===== config.mk =====
export PLATFORM = sky130hd
export DESIGN_NAME = tx_unpacker_ge
export DESIGN_NICKNAME = d
export VERILOG_FILES = /design/src/rtl/tx_unpacker_ge.sv
export SDC_FILE = /design/constraint.sdc
export NUM_CORES = 1
export LEC_CHECK = 0
export BUFFER_PORTS_ARGS = -buffer_cell sky130_fd_sc_hd__buf_2
export CAP_MARGIN = 20
export CORE_MARGIN = 5
export CORE_UTILIZATION = 52
export DETAILED_ROUTE_END_ITERATION = 10
export PLACE_DENSITY = 0.84
export SYNTH_ARGS = -nofsm -noshare
export SYNTH_HDL_FRONTEND = slang
export SYNTH_SLANG_ARGS = --single-unit
export TNS_END_PERCENT = 1

===== constraint.sdc =====
create_clock -name rxclk -period 3.2 [get_ports rxclk]
set_input_delay 0.16 -clock rxclk [delete_from_list [all_inputs] [get_ports rxclk]]
set_output_delay 0.16 -clock rxclk [all_outputs]
set_load 0.02 [all_outputs]

===== src/rtl/tx_unpacker_ge.sv =====
// tx_unpacker_ge: pops tagged 18-bit words from a show-ahead FIFO once per txstrobe,
// realigns on the channel-0 tag and presents a frame of up to eight 16-bit samples.
module tx_unpacker_ge #(
    parameter int MAXCH = 8
) (
    input  logic        rxclk,
    input  logic        reset,
    input  logic        gate_enable,
    input  logic        txstrobe,
    input  logic [3:0]  channels,
    input  logic [17:0] fifo_q,
    input  logic        fifo_empty,
    output logic        fifo_rdreq,
    input  logic        clear_status,
    output logic [15:0] ch_0,
    output logic [15:0] ch_1,
    output logic [15:0] ch_2,
    output logic [15:0] ch_3,
    output logic [15:0] ch_4,
    output logic [15:0] ch_5,
    output logic [15:0] ch_6,
    output logic [15:0] ch_7,
    output logic        frame_valid,
    output logic        underrun,
    output logic [7:0]  resync_count,
    output logic [15:0] debugbus
);
    localparam logic [1:0] ST_IDLE = 2'd0;
    localparam logic [1:0] ST_LOAD = 2'd1;
    localparam logic [1:0] ST_HUNT = 2'd2;

    logic [1:0]  state;
    logic [3:0]  phase;
    logic [3:0]  num_ch;
    logic [15:0] stg    [MAXCH];
    logic [15:0] ch_reg [MAXCH];
    logic        tag0;
    logic        head_valid;
    logic        misaligned;
    logic        frame_broken;
    logic        resync_event;
    logic        last_word;
    logic [2:0]  stg_idx;
    logic        iq_tag_unused;

    always_comb begin
        num_ch = (channels > 4'(MAXCH)) ? 4'(MAXCH) : channels;
    end

    assign tag0          = fifo_q[17];
    assign iq_tag_unused = fifo_q[16];
    assign head_valid    = !fifo_empty;
    assign misaligned    = (state == ST_LOAD) && head_valid && (phase == 4'd1) && !tag0;
    assign frame_broken  = (state == ST_LOAD) && head_valid && (phase > 4'd1) && tag0;
    assign resync_event  = misaligned || frame_broken;
    assign last_word     = (phase == num_ch);
    assign stg_idx       = 3'(phase - 4'd1);

    // A broken frame leaves the tagged head in place so it can start the next frame.
    assign fifo_rdreq = !reset && head_valid &&
                        (((state == ST_LOAD) && !((phase > 4'd1) && tag0)) ||
                         ((state == ST_HUNT) && !tag0));

    always_ff @(posedge rxclk) begin
        if (reset) begin
            state       <= ST_IDLE;
            phase       <= 4'd0;
            frame_valid <= 1'b0;
            for (int k = 0; k < MAXCH; k++) begin
                stg[k]    <= '0;
                ch_reg[k] <= '0;
            end
        end else begin
            frame_valid <= 1'b0;
            case (state)
                ST_IDLE: begin
                    if (txstrobe && gate_enable && (num_ch != 4'd0)) begin
                        state <= ST_LOAD;
                        phase <= 4'd1;
                    end
                end
                ST_LOAD: begin
                    if (head_valid) begin
                        if (misaligned) begin
                            state <= ST_HUNT;
                        end else if (frame_broken) begin
                            phase <= 4'd1;
                        end else begin
                            stg[stg_idx] <= fifo_q[15:0];
                            if (last_word) begin
                                // The final word bypasses staging so the frame lands in one edge.
                                for (int k = 0; k < MAXCH; k++) begin
                                    if (k < int'(num_ch) - 1)
                                        ch_reg[k] <= stg[k];
                                    else if (k == int'(num_ch) - 1)
                                        ch_reg[k] <= fifo_q[15:0];
                                    else
                                        ch_reg[k] <= '0;
                                end
                                frame_valid <= 1'b1;
                                state       <= ST_IDLE;
                                phase       <= 4'd0;
                            end else begin
                                phase <= phase + 4'd1;
                            end
                        end
                    end
                end
                ST_HUNT: begin
                    if (head_valid && tag0) begin
                        state <= ST_LOAD;
                        phase <= 4'd1;
                    end
                end
                default: state <= ST_IDLE;
            endcase
        end
    end

    // Sticky status: a set in the same cycle as a clear wins.
    always_ff @(posedge rxclk) begin
        if (reset) begin
            underrun     <= 1'b0;
            resync_count <= 8'd0;
        end else begin
            if (txstrobe && (state != ST_IDLE))
                underrun <= 1'b1;
            else if (clear_status)
                underrun <= 1'b0;

            if (clear_status)
                resync_count <= resync_event ? 8'd1 : 8'd0;
            else if (resync_event && (resync_count != 8'hFF))
                resync_count <= resync_count + 8'd1;
        end
    end

    assign ch_0 = ch_reg[0];
    assign ch_1 = ch_reg[1];
    assign ch_2 = ch_reg[2];
    assign ch_3 = ch_reg[3];
    assign ch_4 = ch_reg[4];
    assign ch_5 = ch_reg[5];
    assign ch_6 = ch_reg[6];
    assign ch_7 = ch_reg[7];

    assign debugbus = {5'b0, fifo_q[17], underrun, txstrobe, fifo_rdreq, fifo_empty, phase, state};

endmodule


# Word level (Yosys, flattened, before mapping)
# Memories as Yosys holds them, arrays and structs flattened.
# Cells that the tools add are included.
# Widths: inputs -> output; s select.
dict set report word_totals {
  reg_bits 16
  ramBits 256
  inputBits 28
  out_inout_bits 155
  mem_count 2
}
dict set report classes {
  add_sub_neg 4
  order_cmp 10
  n_eq_ne 18
  muxes 264
  bitwise 25
  n_reduce_logical 32
}
# memory depth word_bits rd rd_clocked_by_memory_dff write_ports line_no
set memory_table {}
lappend memory_table {ch_reg 8 16 8 0 8 36} ;# logic [15:0] ch_reg [MAXCH];
lappend memory_table {stg 8 16 8 0 8 35} ;# logic [15:0] stg [MAXCH];
# operator n
set ops {}
lappend ops {{$mux 16} 25}
lappend ops {{$mux 1} 221}
lappend ops {{$logic_not 32->1} 1}
lappend ops {{$mux 4} 7}
lappend ops {{$or 1x1->1} 24}
lappend ops {{$eq 4x5->1 const A} 4}
lappend ops {{$lt 4x5->1 const A} 4}
lappend ops {{$mux 8} 2}
lappend ops {{$reduce_or 16->1} 1}
lappend ops {{$logic_and 1x1->1} 15}
lappend ops {{$mux 2} 6}
lappend ops {{$pmux 4 s3} 1}
lappend ops {{$eq 3x5->1 const A} 2}
lappend ops {{$lt 3x5->1 const A} 2}
lappend ops {{$reduce_and 5->1} 2}
lappend ops {{$add 8x1->8 const B} 1}
lappend ops {{$ne 8x8->1 const B} 1}
lappend ops {{$ne 2x2->1 const B} 3}
lappend ops {{$ne 3x3->1 const B} 2}
lappend ops {{$pmux 2 s3} 1}
lappend ops {{$reduce_bool 2->1} 3}
lappend ops {{$eq 2x5->1 const A} 1}
lappend ops {{$lt 1x5->1 const A} 1}
lappend ops {{$lt 2x5->1 const A} 1}
lappend ops {{18 further kinds} 22}

# Logic depth before layout (Yosys ltp)
dict set report depth {
  word_depth 15
  depth_mapped 15
  depth_no_buf 10
}

# Least setup slack after synthesis
# OpenSTA, ideal clock, no wires.
dict set report synth_path {
  path_kind {register to register}
  startpoint {register phase[0]}
  endpoint {memory stg[0][0], enable pin}
  setup_ns 0.411
  arrival_time_ns 2.885
  path_slack_ns -0.096
  path_stages_with_launch 7
  n_path_buf 1
  period_less_slack_ns 3.296
  cell_sequence {dfxtp_1 buf_2 inv_1 ha_1 xnor2_1 nand2_1 o21ai_0}
}
# item line_no
set synth_rtl {}
lappend synth_rtl {{start, declared} 33} ;# logic [3:0] phase;
lappend synth_rtl {{start signal, assigned} 104} ;# phase <= phase + 4'd1;
lappend synth_rtl {{end, declared} 35}

==> metrics.md <==
| Metric | Value |
|---|---|
| CP max FO | `36` |
| Clock skew | `9.94 ps` |
| Crit path required time | `3390 ps` |
| EDFF count, synth | `256` |
| CTS tree | `built` |
| FFs w/ async S/R, synth | `0` |
| Pin count of the biggest net entering global routing | `65` |
| Sequential share of the synthesized area | `0.610` |
| Met1 GRT Util | `0.289` |
| Die H | `169 microns` |
| Total of max-cap violations | `0` |
| Dpl cell area | `14,300 sq um` |
| Syn-to-layout area delta | `15.1%` |
| Max Clock Freq | `365 MHz` |
| Peak supply drop | `0.000365 V` |
| Max incr delay on CP | `450 ps` |
| Commonest cells post-synth | `edfxtp_1 (256), and2_1 (133), nor2_1 (68), mux2i_1 (64), a21oi_1 (60)` |
| Via-per-instance ratio | `5.76` |
| Starting Density | `0.524` |
| Antenna violations before repair | `5` |
| Power Total | `7750 uW` |
| Die X | `169 microns` |
| Run status | `completed` |
| Fillcell total | `1,893` |
| CP cell instances | `inv_1 > ha_1 > nor4b_2 > nor3_4 > nand2_4 > nor4_4 > or2_2` |
| Fraction of layout cells with a size suffix above 1 | `0.230` |
| Count leader, synth | `edfxtp_1` |
| Slew Limit Fails | `0` |
| Met3 Use GR | `0.0488` |
| # H-tree levels | `1` |
| Port buffer count | `176` |
| DR pass1 iterations | `5` |
| Kind of critical path | `register to register` |
| Crit-path slowest cell | `dfxtp_1` |
| Via Count | `9,035` |
| Final Instance Area | `15,100 sq um` |
| CTS sink count | `272` |
| Synth Flop Type | `edfxtp_1` |
| RePlAce Congestion | `0.926` |
| Top-area cell type share of the netlist area | `0.586` |
| Mapped cell area | `13,100 sq um` |
| Worst-Skew Late Latency | `530 ps` |
| Startpoint types | `register` |
| Fin crit period | `2740 ps` |
| Synthesis warning total | `0` |
| Gr busiest metal | `met2` |
| Synth Register Bits | `272` |
| Avg Inst Size Synth | `12.2 sq um` |
| Vias in the first global route | `8,700` |
| WL/cell | `20.0 microns` |
| Pwr dens | `513 nW/um^2` |
| GR Util met2 | `0.341` |
| Cell count after synthesis | `1,072` |
| Netlist cell types | `68` |
| RSZ-0062 raised after global routing | `no` |
| Max-slew headroom | `0.463` |
| GR Util All Layers | `0.213` |
| Io pins | `183` |
| Cts bufs inserted | `26` |
| Arrival time at the worst endpoint | `2930 ps` |
| Detail Placement HPWL | `20.2 mm` |
| Drc violations | `0` |
| Slew @ Worst Pin | `803 ps` |
| Crit. End Element | `register` |
| CTS resizes | `0` |
| Period utilization | `0.856` |
| Grt ovf | `0` |
| DR iter-0 viols | `846` |
| Final layout net count | `1,257` |
| Pleak | `0.00574 uW` |
| Final setup vio count | `0` |
| Root Buffer Master | `clkbuf_16` |
| CTS max path bufs | `3` |
| Clk slew on worst S/H paths | `60 ps` |
| Rows | `58` |
| Final Hold Fails | `0` |
| Number of hold buffers added after CTS | `2` |
| Final ANT Viol Nets | `0` |
| Worst hold-check path type | `input pin to register` |
| Largest area contributor in the netlist | `edfxtp_1` |
| Post-CTS setup buffer count | `0` |
| Top cells by area, synth | `edfxtp_1 (59%), and2_1 (6.3%), mux2i_1 (4.9%), dfxtp_1 (2.4%), a21oi_1 (2.3%)` |
| Routed Wire Length | `31.4 mm` |
| Core ar. | `25,000 sq um` |
| Worst R2R Setup Slack | `460 ps` |
| First-pass GRT wire length | `48.2 mm` |
| Die Area | `28,500 sq um` |
## area by class of cell
cell class | instances | area [sq um] | share of cell area
tap | 330 | 413 | 0.0273
clock buffer | 37 | 713 | 0.0472
sequential | 272 | 8010 | 0.530
clock inverter | 8 | 86.3 | 0.00571
timing repair buffer | 218 | 1240 | 0.0820
antenna | 1 | 2.50 | 0.000166
multi-input combinational | 689 | 4600 | 0.304
inverter | 13 | 50.0 | 0.00331
## critical path: cells and delay by family (launching register included)
kind	cells	cell delay, ps
adders and majority gates	1	230
and+or+nand+nor	5	1560
DFF	1	450
buffers and inverters	1	140
## routing by layer
layer  vias up  wire length, microns  part of all wire
met5         -                    55            0.0018
li1       4221                     -                 -
met3        65                  3090             0.098
met1      4312                 12800              0.41
met4         8                   920             0.029
met2       429                 14600              0.46
## worst paths after layout
check,start,to,depth (start not counted)
worst max-delay path,phase[1]$_SDFFE_PP0P_,stg[3][9]$_SDFFCE_PN0P_,7
worst min-delay path,fifo_empty,state[0]$_SDFFE_PP0P_,3
worst max register to register,phase[1]$_SDFFE_PP0P_,stg[3][9]$_SDFFCE_PN0P_,7
worst min register to register,underrun$_SDFFE_PP0P_,underrun$_SDFFE_PP0P_,2
## kinds of logic (layout without fill, tap and decap cells)
group | count (synthesis) | in the layout | share of synthesized area
muxes | 64 | 64 | 0.0488
AOI/OAI and AO/OA | 172 | 172 | 0.0911
adders and majority gates | 9 | 9 | 0.00858
and+or+nand+nor | 434 | 434 | 0.195
xor gates and xnor gates | 5 | 5 | 0.00334
DFF | 272 | 272 | 0.610
buffers and inverters | 115 | 276 | 0.0421
other | 1 | 6 | 0.000286
## placed cells by master (no fill, tap or decap), types with 16 or more instances in the layout
cell,Yosys,routed
dfxtp_1,16,16
and2_1,133,133
edfxtp_1,256,256
a21oi_1,60,59
and4_1,16,16
nand4_1,36,36
nand2_1,49,49
buf_2,21,176
nand3_1,25,25
clkbuf_16,0,27
nor3_1,18,18
o31ai_1,33,32
a22o_1,16,16
mux2i_1,64,64
nand2b_1,34,34
buf_4,17,37
nor2_1,68,68
o31a_1,16,16
## report_power, final
part	switching [uW]	leakage [uW]	internal (uW)
logic	536	0.00258	221
registers	44.1	0.00277	4010
clock network	1240	0.000389	1700
## per-stage QoR
step / TNS (ps) / setup WS [ps] / utilization / cells / hold WS, ps
after detailed placement: 0 / 475 / 0.571 / 1520 / 501
after global routing: 0 / 266 / 0.603 / 1568 / 48.2
after floorplan: -2530 / -94.9 / - / 1076 / 307
after CTS: 0 / 466 / 0.603 / 1567 / 17.1
final: 0 / 461 / 0.603 / 1568 / 32.3
after global placement: 0 / 581 / 0.571 / 1520 / 488
Note: power is estimated with default switching activity, not from simulation.
